$ cat config.mk
export PLATFORM = sky130hd
export DESIGN_NAME = store_buffer_flat
export DESIGN_NICKNAME = d
export VERILOG_FILES = /design/src/rtl/store_buffer_if.sv /design/src/rtl/store_buffer.sv /design/src/flat_wrapper.sv
export SDC_FILE = /design/constraint.sdc
export NUM_CORES = 1
export LEC_CHECK = 0
export CAP_MARGIN = 25
export CORE_UTILIZATION = 51
export CTS_BUF_LIST = sky130_fd_sc_hd__clkbuf_4 sky130_fd_sc_hd__clkbuf_8 sky130_fd_sc_hd__clkbuf_16
export DETAILED_ROUTE_END_ITERATION = 6
export HOLD_SLACK_MARGIN = 0.08
export MAX_ROUTING_LAYER = met4
export PLACE_DENSITY = 0.81
export RECOVER_POWER = 50
export SLEW_MARGIN = 5
export SYNTH_ARGS = -nofsm -noshare
export SYNTH_HDL_FRONTEND = slang
export SYNTH_SLANG_ARGS = --single-unit
$ cat constraint.sdc
create_clock -name clk -period 4.8 [get_ports clk]
set_clock_uncertainty 0.1 [all_clocks]
set_input_delay 0.96 -clock clk [delete_from_list [all_inputs] [get_ports clk]]
set_output_delay 0.96 -clock clk [all_outputs]
set_load 0.05 [all_outputs]
$ cat src/rtl/store_buffer_if.sv
// Bundles the MEM-stage store/load handshake and the data-memory port of the store buffer.
// The slave modport is the buffer; the master modport is the pipeline and memory side.
interface store_buffer_if;
    logic        St_Valid;
    logic [31:0] St_Addr;
    logic [31:0] St_Data;
    logic        St_Ready;
    logic        Stall;
    logic        Ld_Valid;
    logic [31:0] Ld_Addr;
    logic [31:0] Ld_Data;
    logic        Empty;
    logic        Mem_Rd;
    logic        Mem_Wr;
    logic [31:0] Mem_Addr;
    logic [31:0] Mem_WrData;
    logic [31:0] Mem_RdData;

    modport slave (
        input  St_Valid, St_Addr, St_Data, Ld_Valid, Ld_Addr, Mem_RdData,
        output St_Ready, Stall, Ld_Data, Empty, Mem_Rd, Mem_Wr, Mem_Addr, Mem_WrData
    );

    modport master (
        output St_Valid, St_Addr, St_Data, Ld_Valid, Ld_Addr, Mem_RdData,
        input  St_Ready, Stall, Ld_Data, Empty, Mem_Rd, Mem_Wr, Mem_Addr, Mem_WrData
    );
endinterface

$ cat src/rtl/store_buffer.sv
// Word-granular FIFO store buffer: drains to memory in load-free cycles and
// forwards the youngest matching buffered store to loads.
module store_buffer #(
    parameter int DEPTH = 4
) (
    input  logic          clk,
    input  logic          rst,
    store_buffer_if.slave sb
);
    localparam int PW = $clog2(DEPTH);
    localparam int CW = PW + 1;
    localparam logic [CW-1:0] FULL_CNT = CW'(DEPTH);

    logic [29:0]   addr_q [DEPTH];
    logic [31:0]   data_q [DEPTH];
    logic [PW-1:0] head_q, head_d;
    logic [PW-1:0] tail_q, tail_d;
    logic [CW-1:0] count_q, count_d;

    logic          drain_s;
    logic          st_ready_s;
    logic          push_s;
    logic          fwd_hit_s;
    logic [31:0]   fwd_data_s;
    logic [PW-1:0] fwd_idx_s;
    logic          unused_s;

    // Store address bits [1:0] are ignored for word stores.
    assign unused_s = ^sb.St_Addr[1:0];

    // Handshake, drain decision and next-state pointer/count arithmetic.
    always_comb begin
        drain_s    = (count_q != {CW{1'b0}}) && !sb.Ld_Valid;
        st_ready_s = (count_q != FULL_CNT) || drain_s;
        push_s     = sb.St_Valid && st_ready_s;
        head_d     = drain_s ? head_q + PW'(1) : head_q;
        tail_d     = push_s  ? tail_q + PW'(1) : tail_q;
        case ({push_s, drain_s})
            2'b10:   count_d = count_q + CW'(1);
            2'b01:   count_d = count_q - CW'(1);
            default: count_d = count_q;
        endcase
    end

    // Forwarding search from oldest to youngest so the youngest hit wins.
    always_comb begin
        fwd_hit_s  = 1'b0;
        fwd_data_s = 32'h0000_0000;
        fwd_idx_s  = head_q;
        for (int i = 0; i < DEPTH; i++) begin
            fwd_idx_s = head_q + PW'(i);
            if ((CW'(i) < count_q) && (addr_q[fwd_idx_s] == sb.Ld_Addr[31:2])) begin
                fwd_hit_s  = 1'b1;
                fwd_data_s = data_q[fwd_idx_s];
            end else begin
                fwd_hit_s  = fwd_hit_s;
                fwd_data_s = fwd_data_s;
            end
        end
    end

    // Output muxing for load, drain and idle cycles.
    always_comb begin
        sb.St_Ready   = st_ready_s;
        sb.Stall      = sb.St_Valid && !st_ready_s;
        sb.Empty      = (count_q == {CW{1'b0}});
        sb.Mem_Rd     = 1'b0;
        sb.Mem_Wr     = 1'b0;
        sb.Mem_Addr   = 32'h0000_0000;
        sb.Mem_WrData = 32'h0000_0000;
        sb.Ld_Data    = 32'h0000_0000;
        if (sb.Ld_Valid) begin
            sb.Mem_Rd   = 1'b1;
            sb.Mem_Addr = sb.Ld_Addr;
            sb.Ld_Data  = fwd_hit_s ? fwd_data_s : sb.Mem_RdData;
        end else if (drain_s) begin
            sb.Mem_Wr     = 1'b1;
            sb.Mem_Addr   = {addr_q[head_q], 2'b00};
            sb.Mem_WrData = data_q[head_q];
        end else begin
            sb.Mem_Rd = 1'b0;
        end
    end

    // Buffer state; reset empties the queue and discards pending stores at once.
    always_ff @(posedge clk or negedge rst) begin
        if (!rst) begin
            head_q  <= {PW{1'b0}};
            tail_q  <= {PW{1'b0}};
            count_q <= {CW{1'b0}};
            for (int i = 0; i < DEPTH; i++) begin
                addr_q[i] <= 30'h0000_0000;
                data_q[i] <= 32'h0000_0000;
            end
        end else begin
            head_q  <= head_d;
            tail_q  <= tail_d;
            count_q <= count_d;
            if (push_s) begin
                addr_q[tail_q] <= sb.St_Addr[31:2];
                data_q[tail_q] <= sb.St_Data;
            end else begin
                addr_q[tail_q] <= addr_q[tail_q];
                data_q[tail_q] <= data_q[tail_q];
            end
        end
    end
endmodule

$ cat src/flat_wrapper.sv
// flat-port wrapper written by rule: the top's interface ports become plain ports
module store_buffer_flat 
#(
    parameter int DEPTH = 4
)
  (clk, rst, sb_St_Valid, sb_St_Addr, sb_St_Data, sb_Ld_Valid, sb_Ld_Addr, sb_Mem_RdData, sb_St_Ready, sb_Stall, sb_Ld_Data, sb_Empty, sb_Mem_Rd, sb_Mem_Wr, sb_Mem_Addr, sb_Mem_WrData);
  store_buffer_if sb_i ();
  input  logic clk;
  input  logic rst;
  input wire logic [$bits(sb_i.St_Valid)-1:0] sb_St_Valid;
  input wire logic [$bits(sb_i.St_Addr)-1:0] sb_St_Addr;
  input wire logic [$bits(sb_i.St_Data)-1:0] sb_St_Data;
  input wire logic [$bits(sb_i.Ld_Valid)-1:0] sb_Ld_Valid;
  input wire logic [$bits(sb_i.Ld_Addr)-1:0] sb_Ld_Addr;
  input wire logic [$bits(sb_i.Mem_RdData)-1:0] sb_Mem_RdData;
  output wire logic [$bits(sb_i.St_Ready)-1:0] sb_St_Ready;
  output wire logic [$bits(sb_i.Stall)-1:0] sb_Stall;
  output wire logic [$bits(sb_i.Ld_Data)-1:0] sb_Ld_Data;
  output wire logic [$bits(sb_i.Empty)-1:0] sb_Empty;
  output wire logic [$bits(sb_i.Mem_Rd)-1:0] sb_Mem_Rd;
  output wire logic [$bits(sb_i.Mem_Wr)-1:0] sb_Mem_Wr;
  output wire logic [$bits(sb_i.Mem_Addr)-1:0] sb_Mem_Addr;
  output wire logic [$bits(sb_i.Mem_WrData)-1:0] sb_Mem_WrData;
  assign sb_i.St_Valid = sb_St_Valid;
  assign sb_i.St_Addr = sb_St_Addr;
  assign sb_i.St_Data = sb_St_Data;
  assign sb_i.Ld_Valid = sb_Ld_Valid;
  assign sb_i.Ld_Addr = sb_Ld_Addr;
  assign sb_i.Mem_RdData = sb_Mem_RdData;
  assign sb_St_Ready = sb_i.St_Ready;
  assign sb_Stall = sb_i.Stall;
  assign sb_Ld_Data = sb_i.Ld_Data;
  assign sb_Empty = sb_i.Empty;
  assign sb_Mem_Rd = sb_i.Mem_Rd;
  assign sb_Mem_Wr = sb_i.Mem_Wr;
  assign sb_Mem_Addr = sb_i.Mem_Addr;
  assign sb_Mem_WrData = sb_i.Mem_WrData;
  store_buffer #(.DEPTH(DEPTH)) u_core (.clk(clk), .rst(rst), .sb(sb_i));
endmodule
==> summary.txt <==
Outcome
  – Status: complete, but fails checks
  – Failing checks: DRC, capacitance limit, slew limit, setup timing

Logic synthesis
  – Top cells by area, synth: dfrtp_1 (31%), mux2i_1 (15%), mux4_2 (9.6%)
  – Area share of the largest cell type after synthesis: 30.99%
  – Post-synth cell types: 72
  – FFs w/ async S/R, synth: 100.0%
  – Number of enable flip-flop cells after synthesis: 0
  – Post-synthesis sequential area ratio: 30.99%
  – Post-synthesis cell count: 2270
  – Avg Synthesized Cell Area: 9.071 µm²
  – Syn Nets: 2411
  – YS warnings: 0
  – Mapped Area: 20590 µm²
  – Top-count cell post-synth: mux2i_1
  – Commonest cells in the synthesized netlist: mux2i_1 (313), nor2_1 (282), a21oi_1 (277)
  – #FFs+latches synth: 255
  – Most used DFF post-synth: dfrtp_1
  – Post-synth top area cell: dfrtp_1

Floorplanning
  – Cell row count: 73
  – Initial Utilization: 51.82%
  – Die height: 202.9 µm
  – # IOs: 233
  – Die Area: 41180 µm²
  – CORE AREA: 39730 µm²
  – Die width: 202.9 µm

Global routing
  – First-pass GRT wire length: 121500 µm
  – GRT Util Overall: 38.99%
  – Grt ovf: 0
  – Initial antenna violation count: 1
  – Number of global-route vias before repair: 20960
  – Largest net degree at the start of global routing: 120

Timing
  – Worst setup margin: -0.8298 ns
  – RSZ-0062 raised after global routing: true
  – Final setup violation count: 92
  – Slew Limit Fails: 184
  – Final Critical Period: 5.630 ns
  – Tcrit/Tclk final: 117.3%
  – Endpoints failing hold: 0
  – Maximum clock frequency: 177.6 MHz
  – Pin slew with the least headroom to its limit: 3.041 ns
  – Hold slack: 0.4771 ns
  – Normalized max-slew margin: -102.7%

Worst setup path
  – CP Launch Type: flop
  – Critical path's slowest cell: dfrtp_4
  – Crit-path max FO: 10
  – Worst R2R Path Depth: 7
  – Critical path class: flop to primary output
  – Worst path depth: 17
  – Most common cell type on the critical path: buf_12
  – CP cell instances: buf_12 > clkbuf_16 > buf_4 > buf_4 > mux2i_4 > mux2i_1 > xor2_1 > nor4_1 > o2111ai_2 > buf_4 > o211ai_4 > buf_12 > buf_12 > o221ai_1 > a31oi_2 > o21ai_4 > buf_12
  – CP Capture Type: primary output
  – Max stage delay on crit path: 0.51 ns
  – CP Buf/Inv Count: 8
  – CP Data Required Time: 3.74 ns
  – Arr. time, crit path: 4.57 ns
  – Crit-path leading delay family: buffers and inverters

Placed design
  – Port Buf Inserts: 230
  – DPL Wire Length: 53670 µm
  – Placement Setup Slack: -0.7392 ns
  – Placer Congestion: 1.044

Final layout
  – Synth-to-layout area growth: 38.83%
  – Nets@finish: 2734
  – Layout cells sized above 1: 27.64%
  – Layout fillers: 2651

Routing
  – Avg WL per Cell: 26.12 µm
  – Post-route DRC: 1
  – Routed Antenna Nets: 0
  – Via count: 21730
  – Via density: 6.915
  – Starting DRT DRC Count: 3213
  – DR pass1 iterations: 7
  – Final WL: 82070 µm

Clock tree
  – Reg clk slew, reported paths: 0.07 ns
  – TritonCTS clock tree: done
  – Clk Latency, worst-skew pair: 0.59 ns
  – Hold-fix buffers at CTS: 0
  – H-Tree Depth: 1
  – CTS Sinks: 255
  – Clock root buffer master: clkbuf_16
  – CTS buffer count: 30
  – Longest Clk Path Bufs: 3

Power and ir drop
  – Total power: 22.57 mW
  – Sw frac: 48.96%
  – Int Power: 11.52 mW
  – Peak VDD IR: 0.5556 mV
  – Cell Pwr Density: 789.6 nW/µm²
  – Comb pwr share: 69.0%
  – Seq pwr share: 19.6%
  – Switching pwr: 11.05 mW
  – LEAKAGE: 11.53 nW
  – Clock share of power: 11.3%

Worst hold path
  – Hold Path Stages: 1
  – Hold Crit Class: flop to flop

Flow run
  – Max-Cap Viols: 3
[cell families after synthesis]
| logic type | after synthesis | synth area share [%] |
|---|---|---|
| AOI/OAI and AO/OA | 594 | 18.32 |
| xor gates and xnor gates | 111 | 4.721 |
| adders and majority gates | 9 | 0.5469 |
| buffers and inverters | 261 | 5.663 |
| DFF | 255 | 30.99 |
| muxes | 441 | 27.17 |
| and+or+nand+nor | 599 | 12.58 |
[power by group through the flow]
stage	logic [mW]	registers (mW)	clock network [mW]
finish	15.6	4.43	2.56
global route	16.3	4.54	2.64
CTS	14.5	4.33	2.57
detailed placement	14.2	4.33	0
global placement	13.8	4.21	0
floorplan	9.45	3.85	0
[stage by stage]
step                utilization (%)  instances  area, µm²  setup TNS (ns)
finish                        71.95       3142      28590          -50.89
CTS                           69.72       3123      27700          -20.76
global placement              65.86       3061      26170          -20.79
floorplan                         -       2270      20940        -0.01556
detailed placement            65.86       3061      26170          -21.21
global route                  71.95       3142      28590          -52.11
[layout by cell type, fill, tap and decap left out, types with 9 or more instances in the layout]
master | synthesis | layout
buf_4 | 10 | 234
buf_12 | 2 | 115
a22o_1 | 17 | 17
a211oi_1 | 22 | 22
inv_1 | 28 | 27
o21ai_0 | 30 | 29
a41o_1 | 9 | 9
clkbuf_16 | 0 | 38
nand2_1 | 171 | 170
o221ai_2 | 0 | 24
a21oi_1 | 277 | 277
dfrtp_1 | 255 | 251
nand4_1 | 10 | 10
and3_1 | 31 | 31
xor2_1 | 26 | 25
nor4_1 | 17 | 10
o221ai_1 | 69 | 39
o21ai_4 | 0 | 29
mux4_2 | 88 | 88
mux2_2 | 38 | 37
buf_6 | 8 | 11
mux2i_1 | 313 | 298
xnor2_1 | 85 | 82
nor2_1 | 282 | 281
nand3_1 | 35 | 35
a31oi_1 | 55 | 21
nor3_1 | 17 | 17
a31oi_2 | 0 | 30
clkdlybuf4s50_1 | 0 | 142
[flip-flops by register name, summed over array words and instances (netlist names)]
register / cells
u_core.data_q: 128
u_core.addr_q: 120
u_core.count_q: 3
u_core.head_q: 2
u_core.tail_q: 2
[final cells by class]
type / instances / area (µm²) / share of cell area (%)
Inverter: 29 / 113.9 / 0.3983
Clock buffer: 45 / 913.4 / 3.195
Tap cell: 525 / 656.9 / 2.298
Timing Repair Buffer: 523 / 5964 / 20.86
Antenna cell: 1 / 2.502 / 0.008754
Clock inverter: 10 / 190.2 / 0.6653
Multi-Input combinational cell: 1754 / 14350 / 50.21
Sequential cell: 255 / 6394 / 22.37
[path summary, 6_finish.rpt]
check	start	end	slack [ns]
max	u_core.head_q[1]	sb_Ld_Data[6]	-0.83
min	u_core.count_q[0]	u_core.count_q[0]	0.48
max reg2reg	u_core.count_q[0]	u_core.data_q[17]	0.23
min reg2reg	u_core.count_q[0]	u_core.count_q[0]	0.48
max in group asynchronous	rst	u_core.head_q[1]	0.89
min in group asynchronous	rst	u_core.data_q[103]	1.21
[timing repair]
item | CTS | global route
setup endpoints to repair | 46 | 34
cloned | 1 | 8
buffers inserted | 6 | 12
pin swaps | 19 | 36
gates resized for setup | 64 | 111
[layer usage]
| layer | wire [µm] | vias to the layer above | global-route usage, % |
|---|---|---|---|
| li1 | - | 9094 | - |
| met1 | 30520 | 10480 | 50.52 |
| met2 | 37250 | 1687 | 60.36 |
| met3 | 9196 | 468 | 5.955 |
| met4 | 5110 | 0 | 17.72 |
| met5 | 0 | - | - |
[worst reg2reg max path: cells and delay by family (launching register included)]
| kind | cells | cell delay, ns |
|---|---|---|
| flip-flops | 1 | 0.44 |
| adder cells (fa/ha/maj) | 1 | 0.20 |
| multiplexers | 1 | 0.53 |
| buffers and inverters | 2 | 1.79 |
| AO/OA/AOI/OAI | 1 | 0.34 |
| AND/OR/NAND/NOR | 2 | 1.09 |
(Power assumes the default switching activity.)
